File: config.mk
export PLATFORM = sky130hd
export DESIGN_NAME = stream_repacker
export DESIGN_NICKNAME = d
export VERILOG_FILES = /design/src/rtl/stream_pkg.sv /design/src/rtl/stream_keep_compactor.sv /design/src/rtl/stream_repacker.sv
export SDC_FILE = /design/constraint.sdc
export NUM_CORES = 1
export LEC_CHECK = 0
export CORE_MARGIN = 2
export CORE_UTILIZATION = 35
export DETAILED_ROUTE_END_ITERATION = 10
export GPL_TIMING_DRIVEN = 1
export PLACE_DENSITY = 0.56
export REMOVE_ABC_BUFFERS = 1
export SETUP_SLACK_MARGIN = 0.4
export SYNTH_ARGS = -nofsm -noshare
export SYNTH_HDL_FRONTEND = slang
export SYNTH_HIERARCHICAL = 1
export SYNTH_SLANG_ARGS = --single-unit
File: constraint.sdc
create_clock -name clk -period 22.8 [get_ports clk]
set_clock_uncertainty 0.15 [all_clocks]
set_input_delay 6.84 -clock clk [delete_from_list [all_inputs] [get_ports clk]]
set_output_delay 6.84 -clock clk [all_outputs]
set_load 0.005 [all_outputs]
File: src/rtl/stream_pkg.sv
// stream_pkg
// Shared helpers for the byte-stream blocks (stream_normalizer, stream_repacker).
//   popcount    : number of set bits in a keep mask (masks up to KEEP_MAX bits,
//                 callers zero-extend narrower masks).
//   cnt_encode  : byte count 1..out_bytes -> out_cnt field (out_bytes maps to 0).
//   cnt_decode  : out_cnt field -> byte count (0 maps back to out_bytes).
package stream_pkg;

    localparam int unsigned KEEP_MAX = 64;

    function automatic int unsigned popcount(input logic [KEEP_MAX-1:0] v);
        int unsigned n;
        n = 0;
        for (int i = 0; i < KEEP_MAX; i++) begin
            if (v[i]) n++;
        end
        return n;
    endfunction

    function automatic int unsigned cnt_encode(input int unsigned n, input int unsigned out_bytes);
        return (n == out_bytes) ? 32'd0 : n;
    endfunction

    function automatic int unsigned cnt_decode(input int unsigned c, input int unsigned out_bytes);
        return (c == 32'd0) ? out_bytes : c;
    endfunction

endpackage

File: src/rtl/stream_keep_compactor.sv
// stream_keep_compactor
// Combinational compaction of a sparse input beat: the kept bytes are packed to
// the low end of comp_data in ascending index order; the upper bytes are zero.
// Ports:
//   in_data   [IN_BYTES*8]          input bytes, byte i = in_data[i*8+:8]
//   in_keep   [IN_BYTES]            per-byte keep mask (any pattern)
//   comp_data [IN_BYTES*8]          packed kept bytes, lowest byte first
//   comp_cnt  [$clog2(IN_BYTES+1)]  number of kept bytes
module stream_keep_compactor
    import stream_pkg::*;
#(
    parameter int unsigned IN_BYTES = 8
) (
    input  logic [IN_BYTES*8-1:0]          in_data,
    input  logic [IN_BYTES-1:0]            in_keep,
    output logic [IN_BYTES*8-1:0]          comp_data,
    output logic [$clog2(IN_BYTES+1)-1:0]  comp_cnt
);

    localparam int unsigned CW = $clog2(IN_BYTES + 1);

    logic [CW-1:0]       w_pre  [IN_BYTES];   // kept bytes below index i
    logic [CW-1:0]       w_run;
    logic [7:0]          w_byte [IN_BYTES];
    logic [KEEP_MAX-1:0] w_keep_ext;

    // Each output slot j picks the kept input byte whose prefix count equals j.
    // Only one input byte can match, so OR-ing the candidates is a mux.
    always_comb begin
        w_run = '0;
        for (int i = 0; i < IN_BYTES; i++) begin
            w_pre[i] = w_run;
            if (in_keep[i]) w_run = w_run + CW'(1);
        end
        for (int j = 0; j < IN_BYTES; j++) begin
            w_byte[j] = 8'h00;
            for (int i = 0; i < IN_BYTES; i++) begin
                if (in_keep[i] && (w_pre[i] == CW'(j))) begin
                    w_byte[j] = w_byte[j] | in_data[i*8 +: 8];
                end
            end
        end
    end

    genvar g;
    generate
        for (g = 0; g < IN_BYTES; g++) begin : g_pack
            assign comp_data[g*8 +: 8] = w_byte[g];
        end
    endgenerate

    always_comb begin
        w_keep_ext = '0;
        w_keep_ext[IN_BYTES-1:0] = in_keep;
    end

    assign comp_cnt = CW'(popcount(w_keep_ext));

endmodule

File: src/rtl/stream_repacker.sv
// stream_repacker
// Compacts sparse IN_BYTES-wide beats and repacks the kept bytes into full
// OUT_BYTES-wide words; only the last word of a packet may be partial. The
// output is driven from a register slot.
// Ports:
//   clk, rst_n                 clock, synchronous active-low reset
//   in_data/in_keep/in_last    input beat, per-byte keep mask, end of packet
//   in_valid/in_ready          input handshake (in_ready independent of in_valid)
//   out_data                   packed output word, lowest byte first
//   out_cnt                    bytes in the last word (0 = OUT_BYTES), 0 otherwise
//   out_last                   final word of a packet
//   out_valid/out_ready        output handshake
module stream_repacker
    import stream_pkg::*;
#(
    parameter int unsigned IN_BYTES  = 8,
    parameter int unsigned OUT_BYTES = 4
) (
    input  logic                          clk,
    input  logic                          rst_n,
    input  logic [IN_BYTES*8-1:0]         in_data,
    input  logic [IN_BYTES-1:0]           in_keep,
    input  logic                          in_last,
    input  logic                          in_valid,
    output logic                          in_ready,
    output logic [OUT_BYTES*8-1:0]        out_data,
    output logic [$clog2(OUT_BYTES)-1:0]  out_cnt,
    output logic                          out_last,
    output logic                          out_valid,
    input  logic                          out_ready
);

    localparam int unsigned IN_BITS   = IN_BYTES * 8;
    localparam int unsigned OUT_BITS  = OUT_BYTES * 8;
    localparam int unsigned CNT_BITS  = $clog2(OUT_BYTES);
    localparam int unsigned BUF_BYTES = IN_BYTES + OUT_BYTES;
    localparam int unsigned LW        = $clog2(BUF_BYTES + 1);
    localparam int unsigned CW        = $clog2(IN_BYTES + 1);

    localparam logic [LW-1:0] L_OUT = LW'(OUT_BYTES);
    localparam logic [LW-1:0] L_MAX = LW'(OUT_BYTES - 1 + IN_BYTES);

    logic [7:0]          r_buf [BUF_BYTES];
    logic [LW-1:0]       r_lvl;
    logic                r_flush;
    logic [OUT_BITS-1:0] r_out_data;
    logic [CNT_BITS-1:0] r_out_cnt;
    logic                r_out_last;
    logic                r_out_valid;

    logic [IN_BITS-1:0]  w_comp_data;
    logic [CW-1:0]       w_comp_cnt;
    logic                w_slot_free;
    logic                w_pop_full;
    logic                w_pop_part;
    logic                w_pop;
    logic                w_pop_last;
    logic [LW-1:0]       w_take;
    logic [LW-1:0]       w_lvl_eff;
    logic [LW-1:0]       w_lvl_nxt;
    logic                w_ready;
    logic                w_acc;
    logic [7:0]          w_shift   [BUF_BYTES];
    logic [7:0]          w_buf_nxt [BUF_BYTES];
    logic [OUT_BITS-1:0] w_slot_data;

    stream_keep_compactor #(
        .IN_BYTES (IN_BYTES)
    ) u_compactor (
        .in_data   (in_data),
        .in_keep   (in_keep),
        .comp_data (w_comp_data),
        .comp_cnt  (w_comp_cnt)
    );

    // Pop decision and the level the input side sees after the pop.
    always_comb begin
        w_slot_free = !r_out_valid || out_ready;
        w_pop_full  = w_slot_free && (r_lvl >= L_OUT);
        w_pop_part  = w_slot_free && r_flush && (r_lvl != '0) && (r_lvl < L_OUT);
        w_pop       = w_pop_full || w_pop_part;
        w_pop_last  = w_pop_part || (w_pop_full && r_flush && (r_lvl == L_OUT));
        w_take      = w_pop_full ? L_OUT : r_lvl;
        w_lvl_eff   = w_pop ? (r_lvl - w_take) : r_lvl;
        // flush blocks the next packet until the current last word is in the slot,
        // so packets never share an output word.
        w_ready     = !r_flush && (w_lvl_eff < L_OUT);
        w_acc       = in_valid && w_ready;
        w_lvl_nxt   = w_lvl_eff + (w_acc ? LW'(w_comp_cnt) : '0);
    end

    assign in_ready = w_ready;

    // Shift out the popped word first, then append the compacted beat at lvl_eff.
    // A partial pop empties the buffer, so no shift is needed for it.
    always_comb begin
        for (int b = 0; b < BUF_BYTES; b++) begin
            if (w_pop_full) begin
                w_shift[b] = (b + OUT_BYTES < BUF_BYTES) ? r_buf[(b + OUT_BYTES) % BUF_BYTES] : 8'h00;
            end else begin
                w_shift[b] = r_buf[b];
            end
        end
        for (int b = 0; b < BUF_BYTES; b++) begin
            w_buf_nxt[b] = w_shift[b];
            if (w_acc) begin
                for (int i = 0; i < IN_BYTES; i++) begin
                    if ((LW'(i) < LW'(w_comp_cnt)) && ((w_lvl_eff + LW'(i)) == LW'(b))) begin
                        w_buf_nxt[b] = w_comp_data[i*8 +: 8];
                    end
                end
            end
        end
        w_slot_data = '0;
        for (int j = 0; j < OUT_BYTES; j++) begin
            if (LW'(j) < w_take) w_slot_data[j*8 +: 8] = r_buf[j];
        end
    end

    always_ff @(posedge clk) begin
        if (!rst_n) begin
            r_lvl       <= '0;
            r_flush     <= 1'b0;
            r_out_valid <= 1'b0;
            r_out_last  <= 1'b0;
            r_out_cnt   <= '0;
            r_out_data  <= '0;
        end else begin
            r_lvl <= w_lvl_nxt;
            // An empty flushed packet (lvl==0) has nothing to emit: just drop flush.
            if (w_acc && in_last) begin
                r_flush <= 1'b1;
            end else if (r_flush && (w_pop_last || (r_lvl == '0))) begin
                r_flush <= 1'b0;
            end
            if (w_pop) begin
                r_out_valid <= 1'b1;
                r_out_data  <= w_slot_data;
                r_out_last  <= w_pop_last;
                r_out_cnt   <= CNT_BITS'(cnt_encode(32'(w_take), OUT_BYTES));
            end else if (out_ready) begin
                r_out_valid <= 1'b0;
            end
        end
    end

    // Buffer contents above lvl are don't-care, so the data array has no reset.
    always_ff @(posedge clk) begin
        r_buf <= w_buf_nxt;
    end

    always_ff @(posedge clk) begin
        if (rst_n) begin
            assert (r_lvl <= L_MAX);
        end
    end

    assign out_data  = r_out_data;
    assign out_cnt   = r_out_cnt;
    assign out_last  = r_out_last;
    assign out_valid = r_out_valid;

endmodule

# == Word-level counts from Yosys, hierarchy flattened ==
# Index checks and enable logic that the tools add are counted.
# totals
input_bits,77
regBits,137
out_inout_bits,37
# op_classes
reduce_logical,187
magnitude_cmp,15
eq_ne,139
bitwise,49
muxes,204
add_sub_neg,22
# ops
op,count
$mux 8,181
$or 8x8->8,49
$eq 4x3->1 const B,62
$logic_and 1x1->1,162
$eq 4x4->1 const B,32
$eq 4x2->1 const B,30
$logic_not 4->1,16
$eq 4x1->1 const B,15
$mux 4,15
$add 4x1->4 const B,11
$add 4x3->4 const B,4
$lt 1x4->1 const A,4
$lt 2x4->1 const A,4
$lt 3x4->1 const A,4
$add 4x2->4 const B,2
$lt 4x3->1 const B,2
$mux 1,6
$add 1x1->2 const B,2
$add 4x4->4,1
$ge 4x3->1 const B,1
$logic_or 1x1->1,4
$mux 2,2
$reduce_bool 2->1,2
$reduce_bool 4->1,1
3 further kinds,4

# == Depth between registers and ports, before layout ==
# depth
word_depth,26
mapped_depth,33
mapped_depth_nobuf,29

# == Hierarchy ==
# Netlist, hierarchy kept.
# by_module_without_submodules
module,area_per_inst_um2,cells_per_inst,instances
stream_repacker,12528.3,1802,1
stream_keep_compactor,3415.8,529,1

# == Worst setup path before layout ==
# No wires, ideal clock.
# synth_timing
path_type,input to output
start,in out_ready
end,out in_ready
n_path_buf,4
cell_stages,12
slack_ps,6609
t_arrival_ps,9201
path_cell_list,nor2b_1 -> buf_2 -> nor2_1 -> clkbuf_1 -> nand2_1 -> ha_1 -> nor2_1 -> mux2i_1 -> o32ai_2 -> buf_2 -> clkbuf_1 -> nor3_1
# synth_via
elab_chain_len,8
elab_cells_between_ends,11
# synth_lines
item,line_no,source
start: declaration,stream_repacker.sv:30,input logic out_ready
$logic_or 1x1->1 *,stream_repacker.sv:78,w_slot_free = !r_out_valid || out_ready;
"parallel branches: the longest is 4 deep, another holds $sub 4x4->4",-,
$mux 4 *,stream_repacker.sv:84,w_lvl_eff = w_pop ? (r_lvl - w_take) : r_lvl;
$lt 4x3->1 *,stream_repacker.sv:87,w_ready = !r_flush && (w_lvl_eff < L_OUT);
$logic_and 1x1->1 *,stream_repacker.sv:87,
end: declaration,stream_repacker.sv:25,"output logic in_ready,"
# Every way passes the cells marked *.

# == Final worst setup path ==
# Ends and elaborated chain as after synthesis.

==> impl_metrics.sql <==
INSERT INTO impl_metrics (metric_group, metric, value, unit) VALUES
('outcome', 'run_status', 'complete, but fails checks', ''),
('outcome', 'violations_in_the_final_reports', 'design-rule violations, max-capacitance violations, max-slew violations', ''),
('floorplan', 'die_h', '217', 'µm'),
('worst_setup_path', 'timing.critical_path.max_delay_family', 'buffers and inverters', ''),
('yosys', 'synth-edff-count', '0', ''),
('global_routing', 'maximum_number_of_pins_on_one_net_before_global_route_repair', '70', ''),
('sta', 'finalHoldViolCount', '0', ''),
('worst_setup_path', 'rr_startpoint', 'r_lvl[2]', ''),
('final_layout', 'fill_cells', '4781', ''),
('worst_setup_path', 'cpMaxStageDelayCell', 'sky130_fd_sc_hd__nor2b_1', ''),
('detailed_routing', 'num_vias', '20983', ''),
('detailed_routing', 'vias_per_inst', '7.23', ''),
('global_routing', 'global_route.usage.total', '37.7', '%'),
('placed_design', 'placement.io_buffers', '113', ''),
('detailed_routing', 'detail_route.drc_violations', '8', ''),
('yosys', 'synth.yosys.warnings', '6', ''),
('min_path', 'hold_path.class', 'reg -> reg', ''),
('detailed_routing', 'drt_first_pass_iters', '11', ''),
('min_path', 'min_from', 'out_data[16]', ''),
('job', 'maxCapViolations', '1', ''),
('yosys', 'ys_top_cells_by_count', 'sky130_fd_sc_hd__nand2_1 (359), sky130_fd_sc_hd__nor2_1 (179), sky130_fd_sc_hd__dfxtp_1 (137)', ''),
('clock_tree', 'cts_tree', 'yes', ''),
('yosys', 'synth.lib_cells_used.distinct', '96', ''),
('worst_setup_path', 'start_kind', 'primary input', ''),
('clock_tree', 'number_of_buffers_added_by_the_clock_tree_synthesis_step', '17', ''),
('final_layout', 'post-route-util', '40.1', '%'),
('final_layout', 'final_layout_size_suffix_gt1_share', '8.39', '%'),
('worst_setup_path', 'critical_path_buf_inv_count', '4', ''),
('sta', 'tightestPinTransition', '1640', 'ps'),
('yosys', 'synth.area.top_cells', 'sky130_fd_sc_hd__dfxtp_1 (17%), sky130_fd_sc_hd__nand2_1 (8.5%), sky130_fd_sc_hd__a221oi_1 (5.7%)', ''),
('clock_tree', 'post_cts_hold_buffer_count', '0', ''),
('yosys', 'async_reset_ff_share', '0', '%'),
('clock_tree', 'clock_tree.htree_level_count', '4', ''),
('worst_setup_path', 'crit_chain', 'clkdlybuf4s50_1 -> nor2b_1 -> nor2_4 -> buf_4 -> nand2_1 -> ha_1 -> nor2_1 -> mux2i_1 -> o32ai_4 -> buf_4 -> nor3_1 -> clkdlybuf4s50_1', ''),
('detailed_routing', 'antenna_left', '0', ''),
('final_layout', 'multiInputGateArea', '12200', 'µm²'),
('worst_setup_path', 'critPathArrivalTime', '10290', 'ps'),
('worst_setup_path', 'critPathRequiredTime', '15810', 'ps'),
('sta', 'drv_slew', '6', ''),
('worst_setup_path', 'r2r-end', 'r_buf[90]', ''),
('placed_design', 'place.detailed.hpwl', '63300', 'µm'),
('placed_design', 'post-place-ws', '5560', 'ps'),
('global_routing', 'first_global_vias', '19391', ''),
('final_layout', 'seqCellArea', '2740', 'µm²'),
('worst_setup_path', 'worst-path-max-fanout', '45', ''),
('sta', 'setup-tns-final', '0', 'ps'),
('placed_design', 'place_congestion', '1.05', ''),
('yosys', 'synth_largest_type_area_fraction', '17.2', '%'),
('final_layout', 'flow.area_growth_from_synthesis', '13.6', '%'),
('power', 'design_power_total', '2970', 'µW'),
('power', 'power.leakage', '0.00653', 'µW'),
('worst_setup_path', 'timing.critical_path.to_type', 'output port', ''),
('min_path', 'worst_hold_path.endpoint', 'out_data[16]', ''),
('global_routing', 'globalRoute.totalOverflow', '0', ''),
('detailed_routing', 'initialDrtViolationCount', '3749', ''),
('yosys', 'synthFlopType', 'sky130_fd_sc_hd__dfxtp_1', ''),
('floorplan', 'initial_core_util', '35.3', '%'),
('floorplan', 'dieArea', '47300', 'µm²'),
('sta', 'final-setup-viol-count', '0', ''),
('floorplan', 'fp.dieW', '217', 'µm'),
('final_layout', 'fin_nets', '2401', ''),
('worst_setup_path', 'criticalPathCategory', 'in -> out', ''),
('sta', 'slew-limit-headroom', '-9.51', '%'),
('detailed_routing', 'wl_per_cell', '31.7', 'µm'),
('worst_setup_path', 'stage_delay_of_the_slowest_cell_on_the_critical_path', '590', 'ps'),
('detailed_routing', 'finalWirelength', '92000', 'µm'),
('clock_tree', 'cts_setup_buffers', '0', ''),
('clock_tree', 'clk_latency_worst_skew_pair', '490', 'ps'),
('clock_tree', 'cts.clk_slew.worst_paths', '70', 'ps'),
('worst_setup_path', 'regToRegSetupSlack', '15830', 'ps'),
('yosys', 'synthesis.instances', '2331', '');
[cells by family after synthesis]
group / Yosys count / share of synthesized area (%)
AO/OA/AOI/OAI: 918 / 42.0
adder cells (fa/ha/maj): 36 / 2.87
AND/OR/NAND/NOR: 868 / 25.1
other: 1 / 0.0235
flip-flops: 137 / 17.2
XOR/XNOR: 23 / 1.45
multiplexers: 61 / 3.83
buffers and inverters: 287 / 7.52
[state kept, by name (all words and copies together), names as in the netlist]
register / count
r_flush: 1
r_lvl: 4
out_last: 1
out_data: 32
r_buf: 96
out_valid: 1
out_cnt: 2
[report_power, final]
group          switching [µW]  total [µW]  internal [µW]
registers                83.1         432            349
logic                    1500        2220            727
clock network             133         317            184
[worst reg2reg max path, stage by stage, from the launching register on]
cell and delay (ps):
sky130_fd_sc_hd__dfxtp_1 640, sky130_fd_sc_hd__nor2_1 230, sky130_fd_sc_hd__nor2_4 140, sky130_fd_sc_hd__buf_4 690
sky130_fd_sc_hd__nand2_1 140, sky130_fd_sc_hd__ha_1 240, sky130_fd_sc_hd__nor2_1 210, sky130_fd_sc_hd__mux2i_1 200
sky130_fd_sc_hd__o32ai_4 170, sky130_fd_sc_hd__buf_4 480, sky130_fd_sc_hd__inv_2 360, sky130_fd_sc_hd__ha_1 390
sky130_fd_sc_hd__a21boi_0 160, sky130_fd_sc_hd__a41o_1 270, sky130_fd_sc_hd__xnor2_2 410, sky130_fd_sc_hd__nand2_1 470
sky130_fd_sc_hd__nor3_2 1000, sky130_fd_sc_hd__nand2_1 130, sky130_fd_sc_hd__a22o_1 240, sky130_fd_sc_hd__o21ai_0 140
[layout by cell type, fill, tap and decap left out, types with 17 or more instances in the layout]
| master | instances |
|---|---|
| sky130_fd_sc_hd__nand2_1 | 359 |
| sky130_fd_sc_hd__nor2_1 | 178 |
| sky130_fd_sc_hd__dfxtp_1 | 137 |
| sky130_fd_sc_hd__clkdlybuf4s50_1 | 113 |
| sky130_fd_sc_hd__a21oi_1 | 109 |
| sky130_fd_sc_hd__a221oi_1 | 104 |
| sky130_fd_sc_hd__nand3_1 | 101 |
| sky130_fd_sc_hd__o21ai_0 | 92 |
| sky130_fd_sc_hd__buf_4 | 78 |
| sky130_fd_sc_hd__o211ai_1 | 70 |
| sky130_fd_sc_hd__mux2i_1 | 61 |
| sky130_fd_sc_hd__o22ai_1 | 59 |
| sky130_fd_sc_hd__a211oi_1 | 57 |
| sky130_fd_sc_hd__nor3_1 | 55 |
| sky130_fd_sc_hd__a21boi_0 | 38 |
| sky130_fd_sc_hd__a31oi_1 | 38 |
| sky130_fd_sc_hd__o21ai_1 | 37 |
| sky130_fd_sc_hd__a22o_1 | 37 |
| sky130_fd_sc_hd__and2_1 | 35 |
| sky130_fd_sc_hd__ha_1 | 35 |
| sky130_fd_sc_hd__and3_1 | 32 |
| sky130_fd_sc_hd__inv_1 | 31 |
| sky130_fd_sc_hd__a222oi_1 | 30 |
| sky130_fd_sc_hd__o31ai_1 | 29 |
| sky130_fd_sc_hd__o221ai_1 | 27 |
| sky130_fd_sc_hd__a22oi_1 | 24 |
| sky130_fd_sc_hd__o21ai_2 | 21 |
| sky130_fd_sc_hd__a211o_1 | 18 |
| sky130_fd_sc_hd__clkbuf_16 | 17 |
[layout make-up]
| type | count | share of cell area, % |
|---|---|---|
| diodes | 1 | 0.0138 |
| multi-input cells | 1907 | 67.1 |
| inverters | 34 | 0.704 |
| well taps | 600 | 4.14 |
| flip-flops and latches | 137 | 15.1 |
| clock buffers | 19 | 2.39 |
| clock inverters | 13 | 1.05 |
| repair buffers | 191 | 9.48 |
[stage by stage]
stage               cells  hold slack [ps]  cell area, µm²
finish               2902              311           18100
global route         2901              334           18100
CTS                  2901              315           18100
detailed placement   2869              305           17500
global placement     2869              299           17500
floorplan            2078              300           14900
[worst max path at each step]
stage / start / endpoint / slack [ps] / cells past startpoint
6_report: out_ready / in_ready / 5520 / 12
5_1_grt: out_ready / in_ready / 5330 / 12
4_1_cts: out_ready / in_ready / 5550 / 12
3_5_place_dp: out_ready / in_ready / 5560 / 12
3_3_place_gp: out_ready / in_ready / 5610 / 12
2_1_floorplan: out_ready / in_ready / 5110 / 8
[per-layer routing]
metal | part of all wire, % | GRT usage [%] | up-vias
met3 | 14 | 11.9 | 453
met4 | 7.6 | 23.8 | 0
met1 | 38 | 47.9 | 9873
met5 | 0 | 0 | -
met2 | 41 | 55.2 | 1802
li1 | - | - | 8855
(Power assumes the default switching activity.)
